===== config.mk =====
export PLATFORM = sky130hd
export DESIGN_NAME = game_counter_mod
export DESIGN_NICKNAME = d
export VERILOG_FILES = /design/src/rtl/game_pkg.sv /design/src/rtl/btn_edge_det.sv /design/src/rtl/game_counter_mod.sv
export SDC_FILE = /design/constraint.sdc
export NUM_CORES = 1
export LEC_CHECK = 0
export CORE_MARGIN = 4
export CORE_UTILIZATION = 50
export CTS_CLUSTER_DIAMETER = 40
export DETAILED_ROUTE_END_ITERATION = 8
export PLACE_DENSITY = 0.81
export RECOVER_POWER = 50
export SLEW_MARGIN = 30
export SYNTH_ARGS = -nofsm -noshare
export SYNTH_HDL_FRONTEND = slang
export SYNTH_SLANG_ARGS = --single-unit

===== constraint.sdc =====
create_clock -name gameclk -period 3.3 [get_ports gameclk]
set_input_delay 0.33 -clock gameclk [delete_from_list [all_inputs] [get_ports gameclk]]
set_output_delay 0.33 -clock gameclk [all_outputs]
set_load 0.02 [all_outputs]

===== src/rtl/game_pkg.sv =====
// ---------------------------------------------------------------------------
// game_pkg
// Shared definitions for the game/timer counter path.
//   game_state_t : run/pause control FSM states (IDLE, RUN, PAUSE)
//   GAME_WIDTH   : default count register width
//   GAME_MOD10   : default modulus (one decimal digit)
// ---------------------------------------------------------------------------
package game_pkg;

    typedef enum logic [1:0] {
        ST_IDLE  = 2'd0,
        ST_RUN   = 2'd1,
        ST_PAUSE = 2'd2
    } game_state_t;

    localparam int GAME_WIDTH = 4;
    localparam int GAME_MOD10 = 10;

endpackage


===== src/rtl/btn_edge_det.sv =====
// ---------------------------------------------------------------------------
// btn_edge_det
// One-register rising-edge detector for an already debounced, synchronous
// push button.
//   gameclk : clock
//   rst     : synchronous active-low reset (clears the history register)
//   btn     : button level
//   rise    : high on the first cycle btn is seen high after being low
//   btn_q   : btn delayed by one gameclk cycle
// ---------------------------------------------------------------------------
module btn_edge_det (
    input  logic gameclk,
    input  logic rst,
    input  logic btn,
    output logic rise,
    output logic btn_q
);

    always_ff @(posedge gameclk) begin
        if (!rst) begin
            btn_q <= 1'b0;
        end else begin
            btn_q <= btn;
        end
    end

    // A held button keeps btn_q high, so only one rise per press.
    assign rise = btn & ~btn_q;

endmodule


===== src/rtl/game_counter_mod.sv =====
// ---------------------------------------------------------------------------
// game_counter_mod
// Modulo-MODULUS up/down counter gated by a run/pause/idle FSM toggled by a
// push button. Instances cascade by feeding carry_out into the next en.
//   gameclk   : clock
//   rst       : synchronous active-low reset
//   btn       : run/pause button level (debounced, synchronous)
//   en        : count tick qualifier
//   up_dn     : 1 = count up, 0 = count down
//   load      : synchronous load strobe (value clamped to MODULUS-1)
//   load_val  : value for load
//   clr       : synchronous clear to START, FSM back to IDLE
//   count_out : current count
//   carry_out : one-cycle pulse on wrap in either direction
//   running   : registered "FSM is in RUN" flag
// ---------------------------------------------------------------------------
module game_counter_mod
    import game_pkg::*;
#(
    parameter int WIDTH   = GAME_WIDTH,
    parameter int MODULUS = GAME_MOD10,
    parameter int START   = 0
) (
    input  logic             gameclk,
    input  logic             rst,
    input  logic             btn,
    input  logic             en,
    input  logic             up_dn,
    input  logic             load,
    input  logic [WIDTH-1:0] load_val,
    input  logic             clr,
    output logic [WIDTH-1:0] count_out,
    output logic             carry_out,
    output logic             running
);

    localparam logic [WIDTH-1:0] CNT_MAX   = WIDTH'(MODULUS - 1);
    localparam logic [WIDTH-1:0] CNT_START = WIDTH'(START);

    game_state_t state;
    logic        btn_rise;
    logic        btn_q_unused;   // only the edge matters to the FSM

    btn_edge_det u_btn_edge (
        .gameclk (gameclk),
        .rst     (rst),
        .btn     (btn),
        .rise    (btn_rise),
        .btn_q   (btn_q_unused)
    );

    // Next count and wrap flag as {carry, count}. Encodings above CNT_MAX
    // are unreachable; if present they recover to the wrap target without
    // signalling a carry.
    function automatic logic [WIDTH:0] step(input logic [WIDTH-1:0] cur,
                                            input logic             up);
        if (up) begin
            if (cur == CNT_MAX) return {1'b1, {WIDTH{1'b0}}};
            if (cur > CNT_MAX)  return {1'b0, {WIDTH{1'b0}}};
            return {1'b0, cur + 1'b1};
        end
        if (cur == '0)      return {1'b1, CNT_MAX};
        if (cur > CNT_MAX)  return {1'b0, CNT_MAX};
        return {1'b0, cur - 1'b1};
    endfunction

    function automatic logic [WIDTH-1:0] clamp(input logic [WIDTH-1:0] v);
        return (v > CNT_MAX) ? CNT_MAX : v;
    endfunction

    always_ff @(posedge gameclk) begin
        if (!rst) begin
            state     <= ST_IDLE;
            count_out <= CNT_START;
            carry_out <= 1'b0;
            running   <= 1'b0;
        end else begin
            // running trails state by one cycle, giving the two-cycle
            // button-to-running latency.
            running   <= (state == ST_RUN);
            carry_out <= 1'b0;

            // clr wins over a simultaneous button edge.
            if (clr) begin
                state <= ST_IDLE;
            end else if (btn_rise) begin
                case (state)
                    ST_IDLE, ST_PAUSE: state <= ST_RUN;
                    ST_RUN:            state <= ST_PAUSE;
                    default:           state <= ST_IDLE;
                endcase
            end

            // Counting uses the registered state, so the edge that enters
            // RUN does not itself count.
            if (clr) begin
                count_out <= CNT_START;
            end else if (load) begin
                count_out <= clamp(load_val);
            end else if (state == ST_RUN && en) begin
                {carry_out, count_out} <= step(count_out, up_dn);
            end
        end
    end

endmodule


# Yosys cells after proc, flatten, opt, wreduce, memory -nomap -nowiden
# Index checks and enable logic that the tools add are counted.
dict set report classes {
  n_addsub 2
  n_lt_le_gt_ge 2
  n_eq_ne 3
  n_mux 48
  bitwise_logic 4
  reduce_logical 7
}
# operator count
set ops {}
lappend ops {{2-to-1 mux 5 bit} 14}
lappend ops {{2-to-1 mux 1 bit} 30}
lappend ops {{2-to-1 mux 4 bit} 3}
lappend ops {{> comparator 4 bit (second input constant)} 2}
lappend ops {{adder 4 x 1 -> 4 bit (second input constant)} 1}
lappend ops {{equality test 4 bit (second input constant)} 1}
lappend ops {{logical NOT 4 bit} 1}
lappend ops {{case mux 2 bit (2 select lines)} 1}
lappend ops {{OR reduction 2 bit} 2}
lappend ops {{OR reduction 4 bit} 1}
lappend ops {{subtractor 4 x 1 -> 4 bit (second input constant)} 1}
lappend ops {{inverter 1 bit} 3}
lappend ops {{equality test 2 x 1 -> 1 bit (second input constant)} 1}
lappend ops {{equality test 2 bit (second input constant)} 1}
lappend ops {{logical NOT 2 bit} 1}
lappend ops {{nonzero test 2 bit} 1}
lappend ops {{AND 1 bit} 1}
lappend ops {{logical AND 1 bit} 1}
dict set report word_totals {
  register_bits 9
  in_bits 11
  output_inout_bits 6
}

# Longest topological paths before layout
dict set report logic_depth {
  ltp_word 23
  depth_mapped 6
}

# Modules after synthesis
# A second synthesis with hierarchy kept.
dict set report unflattened {
  hier_cells 82
  area_unflattened_um2 661.9
}
# mod instances cells_per_inst area_per_inst_um2 seq_area_each_um2
set by_module_without_submodules {}
lappend by_module_without_submodules {game_counter_mod 1 79 621.8 160.2}
lappend by_module_without_submodules {btn_edge_det 1 3 40.0 20.0}

# Worst setup path after synthesis
# Ideal clock, no wire load.
dict set report synth_path {
  path_kind {register to register}
  start {reg count_out[0]}
  end {reg count_out[3]}
  arrival_time_ns 1.475
  path_slack_ns 1.707
  stages_incl_launch_ff 7
  n_path_buf 0
  period_less_slack_ns 1.593
  cell_sequence {dfxtp_1 inv_1 ha_1 and4bb_2 o21ai_0 o31a_1 o21ai_1}
}
dict set report synth_between {
  elab_chain_len 18
}
# item line_no
set synth_rtl {}
lappend synth_rtl {{start: declaration} game_counter_mod.sv:32} ;# output logic [WIDTH-1:0] count_out,
lappend synth_rtl {{start signal: assignment} game_counter_mod.sv:99} ;# count_out <= clamp(load_val);
lappend synth_rtl {{start signal: assignment} game_counter_mod.sv:101} ;# {carry_out, count_out} <= step(count_out, up_dn);
lappend synth_rtl {{> comparator 4 bit} {game_counter_mod.sv:59, game_counter_mod.sv:63}}
lappend synth_rtl {{2-to-1 mux 1 bit} {game_counter_mod.sv:59, game_counter_mod.sv:63}}
lappend synth_rtl {{2-to-1 mux 1 bit} game_counter_mod.sv:59} ;# if (cur > CNT_MAX) return {1'b0, {WIDTH{1'b0}}};
lappend synth_rtl {{2-to-1 mux 1 bit} game_counter_mod.sv:57} ;# if (up) begin
lappend synth_rtl {{2-to-1 mux 1 bit} game_counter_mod.sv:100} ;# end else if (state == ST_RUN && en) begin
lappend synth_rtl {{2-to-1 mux 1 bit} game_counter_mod.sv:98} ;# end else if (load) begin
lappend synth_rtl {{2-to-1 mux 1 bit} game_counter_mod.sv:96} ;# if (clr) begin
lappend synth_rtl {{2-to-1 mux 1 bit} game_counter_mod.sv:72} ;# if (!rst) begin
lappend synth_rtl {{(+2 left out)} --}
lappend synth_rtl {{2-to-1 mux 5 bit} game_counter_mod.sv:57}
lappend synth_rtl {{2-to-1 mux 5 bit} game_counter_mod.sv:62} ;# if (cur == '0) return {1'b1, CNT_MAX};
lappend synth_rtl {{2-to-1 mux 5 bit} game_counter_mod.sv:63} ;# if (cur > CNT_MAX) return {1'b0, CNT_MAX};
lappend synth_rtl {{2-to-1 mux 5 bit} game_counter_mod.sv:64} ;# return {1'b0, cur - 1'b1};
lappend synth_rtl {{2-to-1 mux 5 bit} game_counter_mod.sv:63}
lappend synth_rtl {{2-to-1 mux 5 bit *} game_counter_mod.sv:62}
lappend synth_rtl {{2-to-1 mux 4 bit *} game_counter_mod.sv:100}
lappend synth_rtl {{2-to-1 mux 4 bit *} game_counter_mod.sv:98}
# Mark *: on every way between the ends. The rest lies on a longest branch, timed or not. The select of a mux whose other input is x is not followed.
# A chain may end at the register's enable or synchronous reset.

# Worst setup path in the final report
dict set report layout_path {
  start {reg count_out[3]}
  end {out count_out[3]}
}
# No word-level cell between the ends.

==> results by group <==
Outcome
  • Status: completed

Setup path
  • Setup crit start kind: flop
  • Worst EP required: 2.97 ns
  • Critical Path AT: 1.48 ns
  • CP delay by family, top: buffers and inverters
  • Cells along the critical path: clkdlybuf4s50_1
  • Crit-path max cell delay: 0.68 ns
  • WP buf/inv: 1
  • Worst-case reg-to-reg path depth: 6
  • Crit-path slowest cell: clkdlybuf4s50_1
  • CP endpoint kind: output port
  • Critical path class: reg -> out
  • Critical-path maximum fanout: 12
  • WP depth: 1

Detailed routing
  • Drt wl/cell: 13.1 um
  • Remaining antenna violation count: 0
  • DRC: 0
  • Vias: 579
  • Pre-Repair DR Iteration Count: 2
  • Vias per inst: 5.46
  • Iter 0 DRT Violations: 8
  • Final wirelength: 1390 um

Global route
  • First-pass GRT wire length: 2330 um
  • Initial antenna violation count: 0
  • Pin count of the biggest net entering global routing: 13
  • Total Routing Usage GR: 15.4%
  • Number of global-route vias before repair: 558
  • Gr ovfl total: 0

Place
  • Dpl cell area: 835 um2
  • PortBufs: 16
  • Worst setup slack after placement: 1.57 ns
  • Final RePlAce weighted congestion: 0.820
  • # placed instances: 102
  • Post-DP HPWL: 1090 um

Clock network
  • Hold_buf cts: 0
  • CTS root buf: clkbuf_4
  • Latest clock arrival within the worst-skew pair: 0.26 ns
  • CTS tree: done
  • Clock sinks: 9
  • Reg clk slew, reported paths: 0.06 ns
  • Cts repair resizes: 0
  • Post-CTS Setup Inserts: 0
  • CTS Buffer Depth: 2
  • H-tree depth: 1
  • Clock buffer count from CTS: 3

Floorplan
  • Core area: 1300 um2
  • Starting density of the core: 53.4%
  • # rows: 13
  • Die width: 45.3 um
  • Die ar.: 2050 um2
  • IO Count: 17
  • DIE HEIGHT: 45.3 um

STA
  • Slew HR: 74.3%
  • Setup violators final: 0
  • Max Slew Vio Count: 0
  • Worst Tran Pin Value: 0.384 ns
  • RSZ-0062 raised after global routing: no
  • Fin worst setup slack: 1.49 ns
  • Final Hold Fails: 0
  • Minimum clock period: 1.81 ns
  • Period utilization: 55.0%
  • Setup TNS: 0 ns
  • Max frequency: 0.551 GHz
  • Clock skew: 0.00446 ns

Finish
  • Non-filler cells, final: 106
  • Area of the multi-input gates: 452 um2
  • P&R area growth vs syn: 23.2%
  • Final instance area: 856 um2
  • Fraction of layout cells with a size suffix above 1: 13.2%
  • Storage element area: 180 um2
  • N_diodes: 0
  • Fillers: 120
  • Commonest non-fill, non-tap cell in the layout: clkdlybuf4s50_1
  • Most frequent cells in the layout: clkdlybuf4s50_1 (12), dfxtp_1 (9), inv_1 (5), nor2_1 (5)
  • Final Net Count: 107

Yosys
  • Syn avg cell area: 9.26 um2
  • Mapped cell area: 694 um2
  • Yosys synthesis warning count: 0
  • Post-synthesis cell type count: 39
  • Seq/Total Area, Yosys: 25.9%
  • Net Count, Synth: 90
  • FF+latch count, synth: 9
  • Post-Syn Instances: 75

Power and ir drop
  • Power Density: 313 nW/um2
  • Max VDD drop: 0.260 mV
  • Pleak: 0.318 nW

Min path
  • Hold crit path type: reg -> reg
  • Hold Crit Depth: 2

Run
  • Max-cap violations: 0
flip-flops by register name, indices dropped and copies added (netlist names):
register	count
running	1
count_out	4
state	2
carry_out	1
u_btn_edge.btn_q	1
metal layers:
metal  part of all wire, %  track usage (%)  vias up  routed length, um
li1                      -                -      307                  -
met1                    48             18.6      256                663
met2                    47             25.4       16                651
met3                   5.1             6.77        0                 71
met4                     0             2.92        0                  0
met5                     0                0        -                  0
cell families (layout without fill, tap and decap cells):
logic type      Yosys count  in the layout  share of synthesized area, %
compound gates           23             23                          26.3
xor+xnor                  1              1                          1.26
fa+ha+maj                 4              4                          7.21
buf+inv                   9             25                          8.29
flops                     9              9                          25.9
mux                       2              2                          2.88
simple gates             27             27                          28.1
synthesized netlist by cell type:
master,number,area (um2)
o22ai_2,1,12.5
o31a_1,1,8.76
and3b_4,1,12.5
nor3_1,2,10.0
buf_6,3,33.8
nor2b_4,1,13.8
nand2b_1,3,18.8
nor4_1,1,6.26
a211oi_1,1,7.51
nor3b_2,2,25.0
a31oi_4,1,21.3
mux2i_1,2,20.0
nand3b_1,2,15.0
and2_1,2,12.5
o311a_1,1,10.0
o211ai_1,2,15.0
and4bb_2,1,12.5
a22oi_1,1,7.51
dfxtp_1,9,180
nor2b_1,2,12.5
inv_1,5,18.8
buf_2,1,5.00
a21boi_0,1,7.51
o21ai_1,2,10.0
a2bb2oi_1,1,8.76
xnor2_1,1,8.76
a21oi_1,2,10.0
and4b_1,1,10.0
nor2_1,5,18.8
or3_1,1,6.26
a221oi_2,1,15.0
nand2_1,2,7.51
o21ai_0,3,15.0
o22ai_1,1,6.26
a31oi_1,2,12.5
o21bai_1,1,7.51
nand2b_4,1,13.8
ha_1,4,50.1
o21a_1,1,7.51
path summary, 6_finish.rpt:
check | startpoint | end | slack [ns]
hold reg to reg | state[0]$_SDFFE_PP0P_ | state[0]$_SDFFE_PP0P_ | 0.52
hold / removal | state[0]$_SDFFE_PP0P_ | state[0]$_SDFFE_PP0P_ | 0.52
setup / recovery | count_out[3]$_SDFFE_PP0P_ | count_out[3] | 1.49
setup reg to reg | count_out[0]$_SDFFE_PP0P_ | count_out[2]$_SDFFE_PP0P_ | 1.63
stage by stage:
stage / power [mW] / utilization (%) / hold slack [ns]
after floorplan: 0.167 / - / 0.452
after detailed placement: 0.190 / 64.1 / 0.510
after global placement: 0.188 / 64.1 / 0.503
after CTS: 0.274 / 66.2 / 0.529
final: 0.268 / 65.8 / 0.524
after global routing: 0.285 / 65.8 / 0.563
area by class of cell:
class	count	area share (%)
multi-input cells	57	52.8
flip-flops and latches	9	21.1
repair buffers	16	18.7
clock buffers	4	3.07
inverters	5	2.19
well taps	15	2.19
report_power, final:
group | leakage, nW | internal, mW | switching, mW | total, mW
Combinational | 0.229 | 0.0358 | 0.0316 | 0.0675
Clock | 0.0150 | 0.0464 | 0.0356 | 0.0820
Sequential | 0.0734 | 0.113 | 0.00560 | 0.118
Total | 0.318 | 0.195 | 0.0728 | 0.268
(Power assumes the default switching activity.)
